[config.mk]
export PLATFORM = sky130hd
export DESIGN_NAME = seq_divider
export DESIGN_NICKNAME = d
export VERILOG_FILES = /design/src/rtl/seq_divider.sv
export SDC_FILE = /design/constraint.sdc
export NUM_CORES = 1
export LEC_CHECK = 0
export ABC_AREA = 1
export CORE_ASPECT_RATIO = 0.9
export CORE_MARGIN = 2
export CORE_UTILIZATION = 55
export CTS_BUF_LIST = sky130_fd_sc_hd__clkbuf_4 sky130_fd_sc_hd__clkbuf_8
export DETAILED_ROUTE_END_ITERATION = 12
export PLACE_DENSITY_LB_ADDON = 0.2
export SYNTH_ARGS = -nofsm -noshare
export SYNTH_HDL_FRONTEND = slang
export SYNTH_SLANG_ARGS = --single-unit
[constraint.sdc]
create_clock -name clk -period 1.85 [get_ports clk]
set_input_delay 0.37 -clock clk [delete_from_list [all_inputs] [get_ports clk]]
set_output_delay 0.37 -clock clk [all_outputs]
set_load 0.02 [all_outputs]
[src/rtl/seq_divider.sv]
// Multi-cycle restoring divider for DIV/DIVU.
// Produces one quotient bit per clock, MSB first, over LEN cycles. A final
// cycle applies the operand signs and publishes quotient (LO), remainder (HI)
// and the divide-by-zero flag. Latency is fixed at LEN+2 edges, counting the
// accepting edge.
module seq_divider #(
  parameter int LEN = 32
) (
  input  logic           clk,
  input  logic           rst_n,
  input  logic           start,
  input  logic           is_signed,
  input  logic [LEN-1:0] num_1,
  input  logic [LEN-1:0] num_2,
  output logic           busy,
  output logic           done,
  output logic [LEN-1:0] quotient,
  output logic [LEN-1:0] remainder,
  output logic           div_by_zero
);

  typedef enum logic [1:0] {
    IDLE,
    CALC,
    FIX
  } state_t;

  localparam int             CW   = $clog2(LEN + 1);
  localparam logic [CW-1:0] LAST = CW'(LEN - 1);

  state_t          state, state_nxt;
  logic [CW-1:0]   cnt;
  logic [LEN:0]    rem_acc;    // partial remainder, one bit wider than the divisor
  logic [LEN-1:0]  quo_acc;    // dividend bits shift out, quotient bits shift in
  logic [LEN-1:0]  dvsr;       // |num_2|
  logic [LEN-1:0]  num_1_raw;  // unmodified dividend, returned on divide by zero
  logic            neg_q;
  logic            neg_r;
  logic            zero_div;

  logic            accept;
  logic [LEN-1:0]  abs_1;
  logic [LEN-1:0]  abs_2;
  logic [LEN:0]    rem_shift;
  logic            q_bit;
  logic [LEN:0]    rem_next;
  logic [LEN-1:0]  q_fix;
  logic [LEN-1:0]  r_fix;

  assign busy   = (state != IDLE);
  assign accept = start && !busy;

  // Magnitudes are taken only for DIV; MIN stays MIN, which reads correctly as unsigned.
  assign abs_1 = (is_signed && num_1[LEN-1]) ? -num_1 : num_1;
  assign abs_2 = (is_signed && num_2[LEN-1]) ? -num_2 : num_2;

  // One restoring step: shift in the next dividend bit, subtract if it fits.
  assign rem_shift = {rem_acc[LEN-1:0], quo_acc[LEN-1]};
  assign q_bit     = (rem_shift >= {1'b0, dvsr});
  assign rem_next  = q_bit ? (rem_shift - {1'b0, dvsr}) : rem_shift;

  // Sign fix-up: quotient truncates toward zero, remainder follows the dividend.
  assign q_fix = neg_q ? -quo_acc : quo_acc;
  assign r_fix = neg_r ? -rem_acc[LEN-1:0] : rem_acc[LEN-1:0];

  // State register.
  // NOTE: sequential state uses non-blocking assignments so every register
  // samples the pre-edge value of every other register.
  always_ff @(posedge clk or negedge rst_n) begin
    if (!rst_n) state <= IDLE;
    else        state <= state_nxt;
  end

  // Next-state logic.
  // NOTE: state_nxt gets a default before the case so no path leaves it
  // unassigned, which would otherwise infer a latch.
  always_comb begin
    state_nxt = state;
    case (state)
      IDLE:    if (accept) state_nxt = CALC;
      CALC:    if (cnt == LAST) state_nxt = FIX;
      FIX:     state_nxt = IDLE;
      default: state_nxt = IDLE;
    endcase
  end

  // Operand capture and the iterative shift-subtract datapath.
  always_ff @(posedge clk or negedge rst_n) begin
    if (!rst_n) begin
      cnt       <= '0;
      rem_acc   <= '0;
      quo_acc   <= '0;
      dvsr      <= '0;
      num_1_raw <= '0;
      neg_q     <= 1'b0;
      neg_r     <= 1'b0;
      zero_div  <= 1'b0;
    end else begin
      case (state)
        IDLE: begin
          if (accept) begin
            cnt       <= '0;
            rem_acc   <= '0;
            quo_acc   <= abs_1;
            dvsr      <= abs_2;
            num_1_raw <= num_1;
            neg_q     <= is_signed && (num_1[LEN-1] ^ num_2[LEN-1]);
            neg_r     <= is_signed && num_1[LEN-1];
            zero_div  <= (num_2 == '0);
          end
        end
        CALC: begin
          cnt     <= cnt + 1'b1;
          rem_acc <= rem_next;
          quo_acc <= {quo_acc[LEN-2:0], q_bit};
        end
        default: ;
      endcase
    end
  end

  // Result registers and the one-cycle done pulse.
  always_ff @(posedge clk or negedge rst_n) begin
    if (!rst_n) begin
      done        <= 1'b0;
      quotient    <= '0;
      remainder   <= '0;
      div_by_zero <= 1'b0;
    end else begin
      done <= 1'b0;
      if (state == FIX) begin
        done        <= 1'b1;
        div_by_zero <= zero_div;
        quotient    <= zero_div ? '1 : q_fix;
        remainder   <= zero_div ? num_1_raw : r_fix;
      end
    end
  end

endmodule

After elaboration in Yosys (flattened, before gate mapping)
Cells that the tools add are included.
- register bits after elaboration: 205
- word-level logic and storage cells: 55
- add/subtract/negate cells: 6
- magnitude comparators: 1
- equal/unequal tests: 5
- multiplexer cells: 17
- bitwise gates (word level): 1
- reductions and logical operators: 12
- operators by type and width (kind ; number):
    2-to-1 mux 32 bit ; 9
    negation 32 bit ; 4
    case mux 32 bit (2 select lines) ; 2
    >= comparator 33 x 32 -> 1 bit ; 1
    zero test 32 bit ; 1
    subtractor 32 bit ; 1
    case mux 6 bit (2 select lines) ; 1
    adder 6 x 1 -> 6 bit (second input constant) ; 1
    == test 6 x 5 -> 1 bit (second input constant) ; 1
    2-to-1 mux 6 bit ; 1
    AND reduction 2 bit ; 3
    logical AND 1 bit ; 4
    2-to-1 mux 2 bit ; 2
    != test 2 bit (second input constant) ; 2
    case mux 2 bit (2 select lines) ; 1
    nonzero test 2 bit ; 2
    == test 2 x 1 -> 1 bit (second input constant) ; 1
    == test 2 bit (second input constant) ; 1
    zero test 2 bit ; 1
    zero test 1 bit ; 1
    2-to-1 mux 1 bit ; 1
    XOR 1 bit ; 1

Depth between registers and ports, before layout
Gate-level depths: netlist (run 1).
- depth in word-level cells: 5
- gate-level depth with buffers: 16

Worst setup path before layout (run 1)
Ideal clock, no wire load.
- path kind: register -> register
- start: register rem_acc[3]
- end: register rem_acc[27]
- data arrival time: 1.811 ns
- data required time: 1.733 ns
- setup slack: -0.079 ns
- cell stages (with the launch flop): 14
- period minus slack after synthesis: 1.929 ns
- path through: dfrtp_1 -> ha_1 -> nand2_1 -> nor2_1 -> nand3_1 -> nand3_2 -> nand2_1 -> nand2_2 -> nand3_4 -> nand2_4 -> buf_8 -> nand2_1 -> nand3_1 -> nand2_1
- longest elaborated chain between the ends: 3
- elaborated cells between the ends (all ways): 4
- those cells by class: add/sub (1); order compare (1); mux (2)
- RTL lines (item ; line ; RTL):
    start: declaration ; 33 ; logic [LEN:0] rem_acc;
    start signal: assignment ; 114 ; rem_acc <= rem_next;
    subtractor 32 bit / >= comparator 33 x 32 -> 1 bit (equally long branches) ; 60, 59 ;
    2-to-1 mux 32 bit (*) ; 60 ; assign rem_next = q_bit ? (rem_shift - {1'b0, dvsr}) : rem_shift;
    case mux 32 bit (2 select lines) (*) ; 99 ; case (state)
Every way passes the cells marked *; elsewhere a longest branch is shown, timed or not.
A chain may end at the register's enable or synchronous reset.

Worst setup path after layout (run 1)
- start: register rem_acc[19]
- end: register rem_acc[4]
- longest elaborated chain between the ends: 3
- RTL lines (item ; line ; RTL):
    >= comparator 33 x 32 -> 1 bit ; 59 ; assign q_bit = (rem_shift >= {1'b0, dvsr});
    2-to-1 mux 32 bit ; 60 ;
    case mux 32 bit (2 select lines) ; 99 ;
Every way passes these cells.

==> results of run 1 <==
## power groups by stage
stage               logic (W)  registers, W  clock network (W)
CTS                    0.0261       0.00839            0.00462
finish                 0.0291       0.00862            0.00462
global route           0.0313       0.00875            0.00484
detailed placement     0.0243       0.00836                  0
global placement       0.0237       0.00830                  0
floorplan              0.0136       0.00844                  0
## layout by cell type, fill, tap and decap left out, types with 13 or more instances in the layout
cell type        count
nand2_1            534
buf_4              326
inv_1              277
nand3_1            182
dfrtp_1            175
nor2_1             167
o21ai_0             98
clkdlybuf4s50_1     66
dlygate4sd2_1       66
nand2_2             63
xor2_1              49
nand4_1             47
clkbuf_8            45
a21oi_1             37
nor2_2              36
ha_4                32
nor2_4              30
dfrtp_2             30
a22oi_1             29
inv_2               27
buf_6               26
nand3_2             24
o211ai_1            20
a31oi_1             19
nand2_4             16
buf_12              16
nand3b_1            14
or2_2               13
nor3_1              13
## logic make-up (layout without fill, tap and decap cells)
logic type,Yosys count,count (layout)
and+or+nand+nor,1176,1176
buffers and inverters,385,880
AOI/OAI and AO/OA,270,270
DFF,205,205
xor gates and xnor gates,63,63
adders and majority gates,38,38
## layout make-up
class	instances	area (um2)
fill	1800	4870
clock buffer	55	688
clock inverter	9	88.8
multi-input combinational	1547	9100
inverter	310	1170
sequential	205	5170
tap	348	435
timing repair buffer	506	4400
## registers in the layout, summed over array words and instances (netlist names)
name,flops
neg_r,1
neg_q,1
remainder,32
state,2
quotient,32
cnt,6
num_1_raw,32
dvsr,32
zero_div,1
rem_acc,32
done,1
quo_acc,32
div_by_zero,1
## timing repair
item,in CTS,in global routing
hold buffers,1,0
pin swaps,51,77
gates resized for setup,234,178
hold endpoints to repair,34,0
cloned,1,2
endpoints found under the setup margin,123,73
setup buffers,19,23
## per-stage QoR
step | hold slack, ns | setup TNS (ns) | total power [W] | cell area [um2] | worst slack [ns]
final | 0.313 | -9.78 | 0.0423 | 21100 | -0.323
after global routing | 0.344 | -13.23 | 0.0449 | 21100 | -0.383
after CTS | 0.324 | -6.67 | 0.0391 | 20300 | -0.252
after detailed placement | 0.327 | -29.91 | 0.0327 | 18800 | -0.653
after global placement | 0.331 | -25.06 | 0.0320 | 18800 | -0.523
after floorplan | 0.0744 | -0.0299 | 0.0220 | 14700 | -0.00603
## path summary, 6_finish.rpt
check                                 to  cells after the start  slack (ns)        start
hold reg to reg                 dvsr[13]                      2        0.49     dvsr[13]
max in group asynchronous       dvsr[19]                      3        0.89        rst_n
setup reg to reg              rem_acc[4]                     13       -0.32  rem_acc[19]
hold / removal             num_1_raw[16]                      2        0.31        rst_n
setup / recovery              rem_acc[4]                     13       -0.32  rem_acc[19]
min in group clk                dvsr[13]                      2        0.49     dvsr[13]
## per-layer routing
metal	share of wire (%)	wire [um]	track usage, %
met5	0	0	0
met4	4.0	2230	13.9
met1	41	22900	53.8
met3	11	5890	8.79
met2	45	25000	60.6
==> impl_metrics.csv, run 1 <==
group,metric,value,unit
logic_synthesis,ys_types,51,
sta,setup_violations,44,
logic_synthesis,yosysWarnings,0,
hold_path,worstHoldPathType,"input port to asynchronous set/reset pin",
logic_synthesis,synth_simple_gate_area_share,35.5,%
grt,grt_max_degree,53,
logic_synthesis,syn_inst,2137,
setup_path,path_class,"register to register",
run,max-cap-violations,0,
finish,area_growth,46.3,%
logic_synthesis,synth_most_common_cell,"nand2_1",
placement,post-place-cells,2874,
placement,gp_congestion,1.04,
pwr,power.share.clock,10.9,%
floorplan,initial_utilization,55.5,%
logic_synthesis,synth_nets,2243,
logic_synthesis,yosysTopAreaCell,"dfrtp_1",
logic_synthesis,syn_area,14400,um2
placement,hpwl,40800,um
grt,grt_pass1_wl,83400,um
clocking,htreeDepth,2,
clocking,cts_made_buffers,36,
sta,clock_skew,0.0638,ns
logic_synthesis,synth-main-ff-cell,"dfrtp_1",
floorplan,chipHeight,157,um
floorplan,die_area,27500,um2
floorplan,ios,135,
setup_path,crit_fanout,16,
pwr,p_sw,0.0207,W
setup_path,start_kind,"register",
placement,port_buffers,134,
status,outcome,"finished, violations left",
logic_synthesis,synth_seq_cells,205,
grt,gr-usage-all-layers,39.0,%
clocking,cts.clk_slew.worst_paths,0.08,ns
detailed_routing,antenna_left,0,
finish,stdcell_count,2980,
setup_path,crit_path_cell_trace,"ha_4 > nand2_1 > inv_1 > nand2_1 > nand2_1 > nand2_1 > nand2_2 > nand2_1 > nand2_2 > nor2_4 > buf_4 > nand4_1 > nand3_2",
clocking,cts-root-buf,"clkbuf_8",
clocking,cts_tree,"done",
pwr,pwr-share-comb,68.7,%
floorplan,rows,56,
setup_path,cp.required,2.37,ns
grt,grt_pass1_vias,15500,
detailed_routing,drt_iter0_drc,2024,
setup_path,cp.arrival,2.69,ns
floorplan,core,25900,um2
detailed_routing,drt-pass1-iter-count,8,
sta,min_period,2.17,ns
pwr,powerDensity,2010,nW/um2
logic_synthesis,async_flop_share,100,%
detailed_routing,wl_per_cell,18.8,um
finish,fin_util,81.2,%
sta,setup_ws,-0.323,ns
clocking,cts_sinks,205,
logic_synthesis,synth_edf_count,0,
sta,slew_headroom,50.1,%
logic_synthesis,synthXorXnorAreaFrac,3.83,%
sta,tightest_slew,0.743,ns
finish,diodes,0,
sta,rsz0062_at_grt,"yes",
detailed_routing,vias,17000,
pwr,p_sw_share,49.0,%
setup_path,path_delay_family,"simple AND/OR/NAND/NOR gates",
detailed_routing,drc,0,
status,violations,"setup timing",
pwr,p_int,0.0216,W
finish,layout-drive-gt1-share,29.1,%
grt,antenna_found_initial,0,
logic_synthesis,synth_common_cells,"606 x nand2_1, 304 x inv_1, 220 x nor2_1",
sta,hold_viol,0,
logic_synthesis,synth_top_area_share,35.6,%
setup_path,end_kind,"register",
logic_synthesis,synth_compound_area_share,11.2,%
sta,max_freq,460,MHz
logic_synthesis,synth_fa_ha_area_share,3.36,%
detailed_routing,routed_via_density,5.70,
setup_path,crit_path_top_delay_cell,"dfrtp_2",
detailed_routing,drt_wl_total,56000,um
setup_path,crit_top_cell,"nand2_1",
pwr,seqPwrFrac,20.4,%
logic_synthesis,synthMuxAreaShare,0,%
sta,drv_slew,0,
logic_synthesis,synth-seq-area-share,35.6,%
sta,fin_crit_sh,117,%
clocking,clk_path_buf_depth,3,
clocking,clkLatencyLatePin,0.58,ns
floorplan,die_x,175,um
pwr,vdd_drop_max,1.64,mV
logic_synthesis,syn_avg_cell_area,6.74,um2
logic_synthesis,synth_area_leaders,"dfrtp_1 36%, nand2_1 16%, inv_1 7.9%",
logic_synthesis,synth_top_family_by_area,"simple AND/OR/NAND/NOR gates",
pwr,leakagePower,10.2,nW
setup_path,worst-path-buf-inv,2,
finish,final_nets,2712,
setup_path,max_stage_delay,0.47,ns
grt,grt.overflow.total,0,
No activity file was read; power rests on OpenSTA's default activity.
==> run 2, diff against run 1 <==
--- a/config.mk
+++ b/config.mk
@@ -7,11 +7,10 @@
 export LEC_CHECK = 0
 export ABC_AREA = 1
 export CORE_ASPECT_RATIO = 0.9
-export CORE_MARGIN = 2
 export CORE_UTILIZATION = 55
 export CTS_BUF_LIST = sky130_fd_sc_hd__clkbuf_4 sky130_fd_sc_hd__clkbuf_8
 export DETAILED_ROUTE_END_ITERATION = 12
-export PLACE_DENSITY_LB_ADDON = 0.2
+export PLACE_DENSITY = 0.92
 export SYNTH_ARGS = -nofsm -noshare
 export SYNTH_HDL_FRONTEND = slang
 export SYNTH_SLANG_ARGS = --single-unit
==> impl_metrics.csv, run 2 <==
group,metric,value,unit
status,outcome,"did not finish",
status,stop_stage,"5_1_grt",
status,error,"[ERROR GRT-0232] Routing congestion too high. Check the congestion heatmap in the GUI.",
logic_synthesis,syn_avg_cell_area,6.74,um2
sta,worstEpCategory,"sequential cell input",
clocking,cts_made_buffers,35,
logic_synthesis,synth_nets,2243,
clocking,cts_sinks,205,
logic_synthesis,synth_edf_count,0,
logic_synthesis,synth_most_common_cell,"nand2_1",
logic_synthesis,ys_types,51,
floorplan,ios,135,
placement,hpwl,40100,um
logic_synthesis,synth_seq_cells,205,
clocking,clk_path_buf_depth,3,
logic_synthesis,synth-seq-area-share,35.6,%
floorplan,rows,55,
logic_synthesis,yosysTopAreaCell,"dfrtp_1",
floorplan,initial_utilization,56.7,%
logic_synthesis,yosysWarnings,0,
clocking,htreeDepth,2,
sta,grt-worst-endpoint,"rem_acc[10]$_DFFE_PN0P_/D",
logic_synthesis,syn_area,14400,um2
logic_synthesis,async_flop_share,100,%
logic_synthesis,synth-main-ff-cell,"dfrtp_1",
logic_synthesis,synth_top_area_share,35.6,%
logic_synthesis,syn_inst,2137,
clocking,cts-root-buf,"clkbuf_8",
grt,grt.overflow.total,181,
grt,grt_max_degree,59,
placement,port_buffers,134,
placement,post-place-cells,2846,
placement,gp_congestion,1.06,
floorplan,chipHeight,155,um
logic_synthesis,synth_common_cells,"606 x nand2_1, 304 x inv_1, 220 x nor2_1",
floorplan,die_x,173,um
grt,gr-usage-all-layers,81.0,%
logic_synthesis,synth_area_leaders,"dfrtp_1 36%, nand2_1 16%, inv_1 7.9%",
-- run 2: cell counts after synthesis --
No cell type changed its count.
-- run 2: cells by family after synthesis --
family | share of synthesized area (%)
adder cells (fa/ha/maj) | 3.36
flip-flops | 35.6
buffers and inverters | 10.5
XOR/XNOR | 3.83
AND/OR/NAND/NOR | 35.5
AO/OA/AOI/OAI | 11.2
-- run 2: metal layers --
metal  global-route usage [%]  overflow
met5                     53.1         2
met4                     85.8        63
met3                     71.1         4
met2                     93.5       101
met1                     77.7        11
-- run 2: repair_timing --
item,4_1_cts
endpoints found under the hold margin,44
gates cloned,2
endpoints found under the setup margin,136
setup buffers,26
hold buffers,1
pin swaps,50
gates resized for setup,236
-- run 2: stage by stage --
stage                     cell area (um2)  setup TNS, ns  setup slack [ns]  utilization (%)
after global placement              18600         -19.80            -0.353             73.2
after CTS                           20000          -7.98            -0.272             78.9
after floorplan                     14700        -0.0299          -0.00603                -
after detailed placement            18600         -29.22            -0.509             73.2
==> run 3, diff against run 2 <==
==> config.mk (replaced) <==
export PLATFORM = sky130hd
export DESIGN_NAME = seq_divider
export DESIGN_NICKNAME = d
export VERILOG_FILES = /design/src/rtl/seq_divider.sv
export SDC_FILE = /design/constraint.sdc
export NUM_CORES = 1
export LEC_CHECK = 0
export ABC_AREA = 1
export CORE_UTILIZATION = 40
export DETAILED_ROUTE_END_ITERATION = 12
export PLACE_DENSITY_LB_ADDON = 0.15
export SYNTH_ARGS = -nofsm -noshare
export SYNTH_HDL_FRONTEND = slang
export SYNTH_SLANG_ARGS = --single-unit
==> constraint.sdc (replaced) <==
create_clock -name clk -period 2.4 [get_ports clk]
set_input_delay 0.48 -clock clk [delete_from_list [all_inputs] [get_ports clk]]
set_output_delay 0.48 -clock clk [all_outputs]
set_load 0.02 [all_outputs]
==> impl_metrics.csv, run 3 (synthesized netlist as in run 1, its figures left out) <==
group,metric,value,unit
sta,fin_crit_sh,95.7,%
sta,setup_violations,0,
setup_path,cp.arrival,2.72,ns
detailed_routing,drt_wl_total,49500,um
clocking,cts.clk_slew.worst_paths,0.06,ns
grt,busiest_layer,"met2",
floorplan,die_area,36700,um2
sta,hold_viol,0,
sta,slew_headroom,46.4,%
clocking,cts-root-buf,"clkbuf_16",
floorplan,initial_utilization,40.6,%
setup_path,end_kind,"register",
clocking,cts_sinks,205,
pwr,total_power,0.0266,W
finish,layout_common_cells,"596 x nand2_1, 301 x inv_1, 214 x nor2_1, 210 x nand3_1, 204 x dfrtp_1",
detailed_routing,routed_via_density,5.24,
finish,final_nets,2446,
finish,design_area,18000,um2
pwr,leakagePower,8.74,nW
floorplan,ios,135,
grt,grt_max_degree,68,
detailed_routing,drc,0,
clocking,htreeDepth,1,
finish,area_growth,25.0,%
clocking,clkLatencyLatePin,0.55,ns
pwr,vdd_drop_max,0.610,mV
placement,placed_area,17000,um2
status,outcome,"finished clean",
finish,mostFrequentLayoutCell,"nand2_1",
setup_path,crit_fanout,9,
grt,grt_pass1_vias,14200,
sta,drv_slew,0,
sta,fin_setup_tns,0,ns
placement,hpwl,38500,um
detailed_routing,vias,14800,
clocking,cts_tree,"done",
grt,grtUsageMet1,37.9,%
sta,holdWs,0.444,ns
finish,diodes,0,
detailed_routing,antenna_left,0,
detailed_routing,drt_iter0_drc,1186,
grt,antenna_found_initial,0,
sta,max_freq,435,MHz
finish,layout-drive-gt1-share,10.1,%
clocking,clk_path_buf_depth,3,
grt,gr-usage-all-layers,27.2,%
detailed_routing,drt-pass1-iter-count,6,
sta,clock_skew,0.0255,ns
grt,grtUsageMet3,3.42,%
sta,tightest_slew,0.796,ns
grt,grt_use_met2,43.4,%
grt,grt.overflow.total,0,
floorplan,rows,69,
hold_path,worstHoldPathType,"input port to asynchronous set/reset pin",
placement,port_buffers,134,
setup_path,path_class,"register to register",
floorplan,chipHeight,192,um
grt,grt_pass1_wl,77600,um
pwr,powerDensity,1480,nW/um2
sta,min_period,2.30,ns
setup_path,cp.required,2.82,ns
run,max-cap-violations,0,
placement,gp_congestion,0.949,
setup_path,start_kind,"register",
clocking,cts_made_buffers,26,
floorplan,die_x,192,um
floorplan,core,35500,um2
detailed_routing,wl_per_cell,17.6,um
==> run 3: final cells by class <==
class	count	area [um2]
inverters	310	1160
well taps	461	577
clock buffers	41	777
flip-flops and latches	205	5130
multi-input cells	1547	7920
fillers	3602	17500
repair buffers	250	2370
clock inverters	7	56.3
==> run 3: worst paths after layout <==
kind / startpoint / to / slack [ns] / depth (start not counted)
setup / recovery: rem_acc[15] / rem_acc[25] / 0.10 / 15
hold / removal: rst_n / remainder[5] / 0.44 / 2
setup reg to reg: rem_acc[15] / rem_acc[25] / 0.10 / 15
hold reg to reg: num_1_raw[31] / num_1_raw[31] / 0.48 / 2
max in group asynchronous: rst_n / rem_acc[10] / 1.23 / 3
min in group clk: num_1_raw[31] / num_1_raw[31] / 0.48 / 2
==> run 3: routing by layer <==
layer  part of all wire [%]  wire length, um  up-vias
li1                       -                -     7321
met1                     46            23000     6928
met2                     45            22300      462
met3                    5.5             2730       76
met4                    3.2             1560        0
met5                      0                0        -
==> run 3: stage by stage <==
step	std cells	setup WS (ns)	utilization (%)
2_1_floorplan	2137	0.471	-
3_3_place_gp	2769	-0.00324	47.8
3_5_place_dp	2769	-0.00699	47.8
4_1_cts	2818	0.0647	50.1
5_1_grt	2821	-0.00460	50.7
6_report	2821	0.102	50.7
==> run 3: critical path, cell delays in order (launching register included) <==
cell and delay [ns]:
dfrtp_1 0.45, ha_2 0.41, nand2_2 0.12, inv_1 0.07, nand2_1 0.06, nand2_1 0.13
inv_1 0.05, nand2_1 0.10, inv_1 0.07, nand2_2 0.09, nand3_4 0.12, nand2_4 0.15
buf_12 0.13, nand2_1 0.07, nand3_1 0.07, nand2_1 0.06
==> run 3: what timing repair did <==
item	in CTS	in global routing
resized for setup	0	35
hold buffers	1	0
buffers inserted	0	2
endpoints found under the hold margin	37	0
setup endpoints to repair	0	33
==> run 3: power breakdown <==
part | switching, W | internal, W
registers | 0.00144 | 0.00500
clock network | 0.00159 | 0.00222
logic | 0.0101 | 0.00628
total | 0.0131 | 0.0135
